$ cat src/rtl/kronos_wb.sv
// rtl/kronos_wb.sv - write-back stage: register write, branch redirect, load/store and system routing

package kronos_wb_pkg;
  typedef struct packed {
    logic [31:0] pc;
    logic [31:0] result1;
    logic [31:0] result2;
    logic [4:0]  rd;
    logic        rd_write;
    logic        branch;
    logic        branch_cond;
    logic        ld;
    logic        st;
    logic [2:0]  funct3;
    logic        csr;
    logic        ecall;
    logic        ret;
    logic        wfi;
    logic        is_illegal;
  } pipeEXWB_t;
endpackage

module kronos_wb
  import kronos_wb_pkg::*;
#(
  parameter int unsigned MISALIGN_CHECK = 1
) (
  input  logic        clk,
  input  logic        rstz,
  input  pipeEXWB_t   execute,
  input  logic        execute_vld,
  output logic        execute_rdy,
  output logic [31:0] regwr_data,
  output logic [4:0]  regwr_sel,
  output logic        regwr_en,
  output logic [31:0] branch_target,
  output logic        branch,
  output logic [31:0] data_addr,
  output logic [31:0] data_wr_data,
  output logic [3:0]  data_mask,
  output logic        data_wr_en,
  output logic        data_req,
  input  logic        data_ack,
  input  logic [31:0] data_rd_data,
  output logic        sys_req,
  output logic [1:0]  sys_cause,
  output logic [31:0] sys_pc,
  input  logic        sys_ack
);

  typedef enum logic [1:0] {STEADY, MEM, SYS} state_t;

  state_t      state_q, state_d;
  logic        regwr_en_q, regwr_en_d;
  logic [31:0] regwr_data_q, regwr_data_d;
  logic [4:0]  regwr_sel_q, regwr_sel_d;
  logic        branch_q, branch_d;
  logic [31:0] branch_target_q, branch_target_d;
  logic [31:0] data_addr_q, data_addr_d;
  logic [31:0] data_wr_data_q, data_wr_data_d;
  logic [3:0]  data_mask_q, data_mask_d;
  logic        data_wr_en_q, data_wr_en_d;
  logic        data_req_q, data_req_d;
  logic        sys_req_q, sys_req_d;
  logic [1:0]  sys_cause_q, sys_cause_d;
  logic [31:0] sys_pc_q, sys_pc_d;
  // pending load bookkeeping, consumed when the memory acknowledges
  logic        is_ld_q, is_ld_d;
  logic [2:0]  ld_funct3_q, ld_funct3_d;
  logic [1:0]  ld_off_q, ld_off_d;
  logic [4:0]  ld_rd_q, ld_rd_d;

  logic        accept;
  logic [1:0]  acc_size, acc_off, eff_off;
  logic        misaligned;
  logic [3:0]  acc_mask;
  logic [31:0] st_data, ld_shift, ld_data;

  assign execute_rdy = (state_q == STEADY);
  assign accept      = execute_vld & execute_rdy;

  // Decode access size, byte lanes and store data for the incoming ld/st.
  // Half accesses on an odd byte (only reachable with the check disabled)
  // fall back to the enclosing aligned half; words to the whole word.
  always_comb begin
    acc_size   = execute.funct3[1:0];
    acc_off    = execute.result1[1:0];
    misaligned = ((acc_size == 2'b01) & acc_off[0]) |
                 ((acc_size == 2'b10) & (acc_off != 2'b00));
    eff_off    = 2'b00;
    acc_mask   = 4'b1111;
    st_data    = execute.result2;
    case (acc_size)
      2'b00: begin
        eff_off  = acc_off;
        acc_mask = 4'b0001 << eff_off;
        st_data  = {4{execute.result2[7:0]}};
      end
      2'b01: begin
        eff_off  = {acc_off[1], 1'b0};
        acc_mask = 4'b0011 << eff_off;
        st_data  = {2{execute.result2[15:0]}};
      end
      default: begin
        eff_off  = 2'b00;
        acc_mask = 4'b1111;
        st_data  = execute.result2;
      end
    endcase
  end

  // Extract the addressed lane of returned load data and extend it.
  always_comb begin
    ld_shift = data_rd_data >> {ld_off_q, 3'b000};
    case (ld_funct3_q[1:0])
      2'b00:   ld_data = ld_funct3_q[2] ? {24'b0, ld_shift[7:0]}
                                        : {{24{ld_shift[7]}}, ld_shift[7:0]};
      2'b01:   ld_data = ld_funct3_q[2] ? {16'b0, ld_shift[15:0]}
                                        : {{16{ld_shift[15]}}, ld_shift[15:0]};
      default: ld_data = data_rd_data;
    endcase
  end

  // Next-state and output decisions; strobes default low, payloads hold.
  always_comb begin
    state_d         = state_q;
    regwr_en_d      = 1'b0;
    regwr_data_d    = regwr_data_q;
    regwr_sel_d     = regwr_sel_q;
    branch_d        = 1'b0;
    branch_target_d = branch_target_q;
    data_addr_d     = data_addr_q;
    data_wr_data_d  = data_wr_data_q;
    data_mask_d     = data_mask_q;
    data_wr_en_d    = data_wr_en_q;
    data_req_d      = data_req_q;
    sys_req_d       = sys_req_q;
    sys_cause_d     = sys_cause_q;
    sys_pc_d        = sys_pc_q;
    is_ld_d         = is_ld_q;
    ld_funct3_d     = ld_funct3_q;
    ld_off_d        = ld_off_q;
    ld_rd_d         = ld_rd_q;
    case (state_q)
      STEADY: begin
        if (accept) begin
          if (execute.is_illegal) begin
            state_d     = SYS;
            sys_req_d   = 1'b1;
            sys_cause_d = 2'd3;
            sys_pc_d    = execute.pc;
          end else if (execute.csr | execute.ecall | execute.ret | execute.wfi) begin
            state_d     = SYS;
            sys_req_d   = 1'b1;
            sys_cause_d = 2'd0;
            sys_pc_d    = execute.pc;
          end else if ((execute.ld | execute.st) & misaligned & (MISALIGN_CHECK != 0)) begin
            state_d     = SYS;
            sys_req_d   = 1'b1;
            sys_cause_d = execute.ld ? 2'd1 : 2'd2;
            sys_pc_d    = execute.pc;
          end else if (execute.ld | execute.st) begin
            state_d        = MEM;
            data_req_d     = 1'b1;
            data_addr_d    = {execute.result1[31:2], 2'b00};
            data_mask_d    = acc_mask;
            data_wr_en_d   = ~execute.ld;
            data_wr_data_d = st_data;
            is_ld_d        = execute.ld;
            ld_funct3_d    = execute.funct3;
            ld_off_d       = eff_off;
            ld_rd_d        = execute.rd;
          end else if (execute.branch_cond) begin
            branch_d        = execute.result1[0];
            branch_target_d = execute.result2;
          end else begin
            regwr_en_d   = execute.rd_write & (execute.rd != 5'd0);
            regwr_data_d = execute.result1;
            regwr_sel_d  = execute.rd;
            if (execute.branch) begin
              branch_d        = 1'b1;
              branch_target_d = execute.result2;
            end
          end
        end
      end
      MEM: begin
        if (data_ack) begin
          state_d    = STEADY;
          data_req_d = 1'b0;
          if (is_ld_q & (ld_rd_q != 5'd0)) begin
            regwr_en_d   = 1'b1;
            regwr_data_d = ld_data;
            regwr_sel_d  = ld_rd_q;
          end
        end
      end
      SYS: begin
        if (sys_ack) begin
          state_d   = STEADY;
          sys_req_d = 1'b0;
        end
      end
      default: state_d = STEADY;
    endcase
  end

  // State and output registers; reset abandons any pending operation.
  always_ff @(posedge clk or negedge rstz) begin
    if (!rstz) begin
      state_q         <= STEADY;
      regwr_en_q      <= 1'b0;
      regwr_data_q    <= '0;
      regwr_sel_q     <= '0;
      branch_q        <= 1'b0;
      branch_target_q <= '0;
      data_addr_q     <= '0;
      data_wr_data_q  <= '0;
      data_mask_q     <= '0;
      data_wr_en_q    <= 1'b0;
      data_req_q      <= 1'b0;
      sys_req_q       <= 1'b0;
      sys_cause_q     <= '0;
      sys_pc_q        <= '0;
      is_ld_q         <= 1'b0;
      ld_funct3_q     <= '0;
      ld_off_q        <= '0;
      ld_rd_q         <= '0;
    end else begin
      state_q         <= state_d;
      regwr_en_q      <= regwr_en_d;
      regwr_data_q    <= regwr_data_d;
      regwr_sel_q     <= regwr_sel_d;
      branch_q        <= branch_d;
      branch_target_q <= branch_target_d;
      data_addr_q     <= data_addr_d;
      data_wr_data_q  <= data_wr_data_d;
      data_mask_q     <= data_mask_d;
      data_wr_en_q    <= data_wr_en_d;
      data_req_q      <= data_req_d;
      sys_req_q       <= sys_req_d;
      sys_cause_q     <= sys_cause_d;
      sys_pc_q        <= sys_pc_d;
      is_ld_q         <= is_ld_d;
      ld_funct3_q     <= ld_funct3_d;
      ld_off_q        <= ld_off_d;
      ld_rd_q         <= ld_rd_d;
    end
  end

  assign regwr_en      = regwr_en_q;
  assign regwr_data    = regwr_data_q;
  assign regwr_sel     = regwr_sel_q;
  assign branch        = branch_q;
  assign branch_target = branch_target_q;
  assign data_addr     = data_addr_q;
  assign data_wr_data  = data_wr_data_q;
  assign data_mask     = data_mask_q;
  assign data_wr_en    = data_wr_en_q;
  assign data_req      = data_req_q;
  assign sys_req       = sys_req_q;
  assign sys_cause     = sys_cause_q;
  assign sys_pc        = sys_pc_q;

endmodule
$ cat config.mk
export PLATFORM = sky130hd
export DESIGN_NAME = kronos_wb
export DESIGN_NICKNAME = d
export VERILOG_FILES = /design/src/rtl/kronos_wb.sv
export SDC_FILE = /design/constraint.sdc
export NUM_CORES = 1
export LEC_CHECK = 0
export CORE_MARGIN = 5
export CORE_UTILIZATION = 40
export CTS_CLUSTER_SIZE = 12
export DETAILED_ROUTE_END_ITERATION = 16
export GPL_TIMING_DRIVEN = 0
export MAX_ROUTING_LAYER = met4
export PLACE_DENSITY_LB_ADDON = 0.1
export SYNTH_ARGS = -nofsm -noshare
export SYNTH_HDL_FRONTEND = slang
export SYNTH_SLANG_ARGS = --single-unit
$ cat constraint.sdc
create_clock -name clk -period 2.2 [get_ports clk]
set_input_delay 0.66 -clock clk [delete_from_list [all_inputs] [get_ports clk]]
set_output_delay 0.66 -clock clk [all_outputs]
set_load 0.03 [all_outputs]
==> Word-level counts from Yosys, hierarchy flattened <==
Index checks and enable logic that the tools add are counted.
{ "classes": {"n_addsub": 0, "mul": 0, "n_div": 0, "order_cmp": 0, "n_eq_ne": 17, "n_shift": 3, "n_mux": 71, "bitwise": 16, "reduce_logical": 17} }
{ "ops": {"columns": ["op", "count"], "rows": [
  ["32-bit 2-to-1 mux", 15],
  ["32-bit case mux with 2 select lines", 3],
  ["5-bit 2-to-1 mux", 8],
  ["32-bit by 5-bit >> shifter with 16-bit output", 1],
  ["1-bit 2-to-1 mux", 27],
  ["2-bit 2-to-1 mux", 11],
  ["2-bit inequality test (second input constant)", 8],
  ["7-bit AND reduction", 2],
  ["5-bit case mux with 2 select lines", 1],
  ["5-bit nonzero test", 2],
  ["9-bit AND reduction", 1],
  ["4-bit case mux with 2 select lines", 1],
  ["4-bit AND reduction", 2],
  ["2-bit nonzero test", 4],
  ["1-bit AND", 6],
  ["2-bit by 1-bit equality test with 1-bit output (second input constant)", 3],
  ["2-bit logical NOT", 3],
  ["1-bit case mux with 2 select lines", 3],
  ["2-bit case mux with 3 select lines", 1],
  ["6-bit AND reduction", 1],
  ["5-bit by 2-bit inequality test with 1-bit output (second input constant)", 1],
  ["1-bit inverter", 5],
  ["1-bit bitwise OR", 5],
  ["2-bit equality test (second input constant)", 2],
  ["7 further kinds", 8]
]} }
{ "totals": {"reg_bits": 187, "latchBits": 0, "ramBits": 0, "mem_bits_ro": 0, "in_bits": 151, "output_inout_bits": 177, "wordCells": 142, "n_memories": 0} }

==> Longest topological paths before layout <==
{ "logic_depth": {"ltp_word": 9, "ltp_mapped": 9, "depth_no_buf": 5} }

==> Worst setup path before layout <==
Ideal clock, no wire load.
{ "synth_path": {"path_type": "in2reg", "from": "input execute[3] (netlist bit)", "to": "register regwr_data_q[30], in the netlist regwr_data[30]", "setup_time_ns": 0.128, "t_arrival_ns": 2.224, "required_ns": 2.072, "path_slack_ns": -0.152, "cell_stages": 6, "n_path_buf": 1, "path_cell_list": "or4_1 > nor4_1 > a311o_1 > nand2_1 > buf_2 > mux2_1"} }
{ "synth_between": {"elab_chain_len": 5} }
{ "synth_lines": {"columns": ["element", "line_no", "source"], "rows": [
  ["start, declared", "30", "input pipeEXWB_t execute,"],
  ["1-bit bitwise OR (3 in a row)", "152", "end else if (execute.csr | execute.ecall | execute.ret | execute.wfi) begin"],
  ["2-bit inequality test (no line)", null, null],
  ["9-bit AND reduction (no line)", null, null],
  ["end signal, assigned", "232", "regwr_data_q <= regwr_data_d;"],
  ["end, declared", "55", "logic [31:0] regwr_data_q, regwr_data_d;"]
]} }
Every way passes these cells.
A chain may end at the register's enable or synchronous reset.

==> Worst setup path after layout <==
{ "layout_path": {"from": "input execute_vld", "to": "register ld_rd_q[1]"} }
{ "layout_between": {"elab_chain_len": 2} }
{ "layout_lines": {"columns": ["element", "line_no", "source"], "rows": [
  ["start, declared", "31", "input logic execute_vld,"],
  ["1-bit AND", "80", "assign accept = execute_vld & execute_rdy;"],
  ["6-bit AND reduction (no line)", null, null],
  ["end signal, assigned", "247", "ld_rd_q <= ld_rd_d;"],
  ["end, declared", "71", "logic [4:0] ld_rd_q, ld_rd_d;"]
]} }
Every way passes these cells.

==> results.txt <==
* IR Drop Worst-Case VDD: ~0.00057 V
- Endpoints failing setup: 0
* Most Used Layer, Global Route: met2
* Standard-cell row count: 53
- The total count of max-transition violations in the final report came to 0.
- The first global-routing pass estimated approximately 44 mm of wire.
* Hold_ws: approximately 0.27 ns
- Synth-to-Final Area Change: 57.3%
* Endpoint type of the worst setup path: flip-flop
* Vias per inst: just over 5
- Worst-path cell with the longest stage delay: sky130_fd_sc_hd__or3b_1
- Fmax achieved: ~460 MHz
* Die ar.: 0.0245 sq mm
* Number of storage elements in the synthesis netlist: between 150 and 200
- The routed design has 29.0 mm of wire.
- Traced cell by cell, the critical path runs through dlygate4sd2_1 > nor4b_4 > nand2_2 > or3b_1 > buf_6 > buf_12 > buf_12 > mux2_4.
* Port Buf Inserts: ~320
- After clock tree synthesis, the clock-pin slew on the worst setup and hold paths is 0.08 ns.
- For this run, the number of Yosys warnings is 0.
* CTS hold repair buffers: 0
- In the final routed layout, each cell accounts on average for 21.0 um.
- Core utilization of the finished layout: roughly 64%
- Met3 capacity usage during global routing: 6.53%
- Once layout is complete, the cells apart from fillers number 1381.
* Area taken by flip-flops and latches: approximately 0.0047 sq mm
- For this design, the sink count on the clock tree is between 150 and 200.
- DRC violation count after routing: 0
- Footprint of the multi-input gates: roughly 0.0038 sq mm
* Worst Hold Class: input port to asynchronous set/reset pin
* Hold violation total from the final report: 0
* Worst flop-to-flop path startpoint: state_q[1]
- Static leakage: around 0.0064 uW
* Clock H-tree levels: 4
- Fillers: 1736
- Run status: completed
* Met1 usage: a little under a third
* Slowest cell delay on critical path: around 0.4 ns
- Period utilisation layout: 98.4%
- Critical path peak fanout: 6
- Worst R2R End: ld_rd_q[1]
* Data arrival time at the worst-slack endpoint: around 2.5 ns
- The routed layout has around 7000 vias.
* Number of DRC markers after the initial detailed-route iteration: 299
- For the final database, setup skew stands at 0.0131 ns.
- Routability-driven placement finished with a final weighted congestion of between 0.8 and 0.9.
- During I/O placement, the number of pins put on the boundary was between 300 and 400.
- Final Net Count: about 1200
- In this design, the critical path's most frequently occurring cell is sky130_fd_sc_hd__buf_12.
* Vias in the first global route: 7599
* Dominant register cell in the synthesized netlist: sky130_fd_sc_hd__dfrtp_1
* Number of synthesized flops with an enable pin: 0
* Cell at the root of the clock tree: sky130_fd_sc_hd__clkbuf_16
- STA classifies the critical path startpoint as an input port.
- Counting along the longest clock path gives a buffer depth of 2.
- Required time at the worst-slack endpoint: between 2 and 3 ns
- CTS Buf Count: 17
* Clock period minus worst slack: 2.16 ns
- Clock latency on the worst-skew pair, taken at its later pin, is ~0.43 ns.
- Proportion of register bits with asynchronous set or reset after synthesis: 100%
* Fraction of layout cells with a size suffix above 1: 22.2%
- Worst R2R Setup Slack: about 0.035 ns
* Netlist cell types: between 50 and 60
* Starting density of the core: 40.6%
- Once detailed placement completed, the half-perimeter wirelength came to about 21 mm.
- The floorplan step defined a core boundary enclosing approximately 0.021 sq mm.
- Entering global routing, the biggest net connects 97 pins.
* Horizontal die dimension: about 160 um
- After global routing the overflow that remains totals 0.
- Netlist area before placement: between 0.008 and 0.009 sq mm
- Number of antenna violations at the first check in global routing: 2
- Remaining antenna violation count after routing: 0
* Average size of a mapped cell: about 12 sq um
- Worst Reg2Reg Path Length in Cells: 8
- Maxcap violations: 0
* RSZ-0062 raised after global routing: true
- Across every metal layer, demand over resource in global routing totals between 20% and 30%.
- The first TritonRoute pass finished after 5 iterations.
- Post-Place Cells: around 1300
- The die is between 150 and 200 um tall.
* CTS tree: done
- Worst Tran Pin Value: ~1.1 ns
* Total power divided by cell area: about 1100 mW/mm^2
- Headroom to the max-slew limit came out at between 20% and 30%.
- Share of synthesized area occupied by flip-flops and latches: 54.6%
* Number of cells produced by synthesis: 722
- In the global route stage, met2 resource usage came out at 37.0%.
* Category of the critical setup timing path: input port to flip-flop
## repair_timing
item	4_1_cts	5_1_grt
resized for setup	63	76
setup endpoints to repair	181	149
buffers inserted	18	3
pin swaps	8	6
cloned	2	2
## critical path, delay by kind of cell
kind,cells,cell delay [ns]
and+or+nand+nor,3,0.76
muxes,1,0.30
buffers and inverters,4,0.73
## worst max path at each step
stage,start,slack [ns],end
4_1_cts,execute[8],-0.008,regwr_data[17]
3_3_place_gp,rstz,-7.73,branch_target[4]
5_1_grt,state_q[1],-0.04,data_wr_data[15]
6_report,execute_vld,0.04,ld_rd_q[1]
3_5_place_dp,data_rd_data[23],-1.00,regwr_data[25]
2_1_floorplan,execute[3],-0.08,regwr_data[16]
## through the flow
stage	setup slack (ns)	power, uW	cell area [sq um]	TNS (ns)
2_1_floorplan	-0.0829	9040	8750	-2.68
5_1_grt	-0.0449	16100	13500	-0.254
6_report	0.0351	15300	13500	0
3_3_place_gp	-7.73	12000	12300	-1577.80
3_5_place_dp	-1.00	12100	12400	-137.47
4_1_cts	-0.00803	15300	13200	-0.0165
## cell type report
| type | count | area share [%] |
|---|---|---|
| timing repair buffer | 349 | 26.4 |
| antenna | 3 | 0.0557 |
| clock buffer | 19 | 3.28 |
| clock inverter | 13 | 0.974 |
| inverter | 17 | 0.473 |
| buffer | 54 | 3.34 |
| sequential | 187 | 34.7 |
| multi-input combinational | 464 | 28.2 |
| tap | 275 | 2.55 |
## cell usage after synthesis (all sizes together), types with 2 or more instances
library cell    n  area (sq um)
a21oi          41           205
a2bb2oi        13           114
a31oi           3          18.8
a41oi           5          43.8
buf            30           173
clkbuf         25          93.8
dfrtp         187          4680
inv            17          63.8
mux2          136          1580
mux2i          44           440
nand2          63           239
nand2b          3          18.8
nand3           3          20.0
nand3b          2          15.0
nor2           36           135
nor2b           3          18.8
nor3            5          30.0
nor3b           2          15.0
nor4            2          18.8
o21ai          54           270
o221ai          3          26.3
o22ai          15          93.8
o2bb2ai         6          52.6
o31ai           2          15.0
or2             2          12.5
or4             2          15.0
## cells by family (layout without fill, tap and decap cells)
kind of cell    after synthesis  count (layout)  synth area share [%]
xor+xnor                      1               1                 0.102
flops                       187             187                  54.6
other cells                   1               5                0.0438
mux                         180             180                  23.5
compound gates              154             154                  11.0
buf+inv                      72             452                  3.85
simple gates                127             127                  6.83
## report_power, final
part	total, uW	internal (uW)	switching (uW)
Clock	3000	1530	1470
Combinational	7300	3340	3950
Sequential	4980	4440	539
Total	15300	9320	5960
## flip-flops by register name (all words and copies together), names as in the netlist
name / flops
data_wr_en: 1
regwr_sel: 5
branch: 1
sys_pc: 32
state_q: 2
is_ld_q: 1
data_wr_data: 32
data_addr: 30
regwr_data: 32
ld_funct3_q: 3
sys_req: 1
ld_off_q: 2
branch_target: 32
sys_cause: 2
data_req: 1
ld_rd_q: 5
regwr_en: 1
data_mask: 4
## layer usage
metal | vias up | routed length, um
met3 | 44 | 2220
met1 | 3489 | 12600
met5 | - | 0
met2 | 266 | 13600
li1 | 3311 | -
met4 | 0 | 599
## placed cells by master, fill, tap and decap left out, types with 14 or more instances in the layout
cell,netlist,final
sky130_fd_sc_hd__a21oi_1,41,40
sky130_fd_sc_hd__buf_4,2,21
sky130_fd_sc_hd__clkbuf_1,25,16
sky130_fd_sc_hd__clkbuf_16,0,19
sky130_fd_sc_hd__clkdlybuf4s50_1,0,292
sky130_fd_sc_hd__dfrtp_1,187,186
sky130_fd_sc_hd__dlymetal6s2s_1,0,21
sky130_fd_sc_hd__inv_1,17,16
sky130_fd_sc_hd__mux2_1,21,14
sky130_fd_sc_hd__mux2_2,103,76
sky130_fd_sc_hd__mux2_4,12,46
sky130_fd_sc_hd__mux2i_1,44,42
sky130_fd_sc_hd__nand2_1,62,61
sky130_fd_sc_hd__nor2_1,36,34
sky130_fd_sc_hd__o21ai_0,54,44
sky130_fd_sc_hd__o22ai_1,15,15
Note: power is estimated with default switching activity, not from simulation.
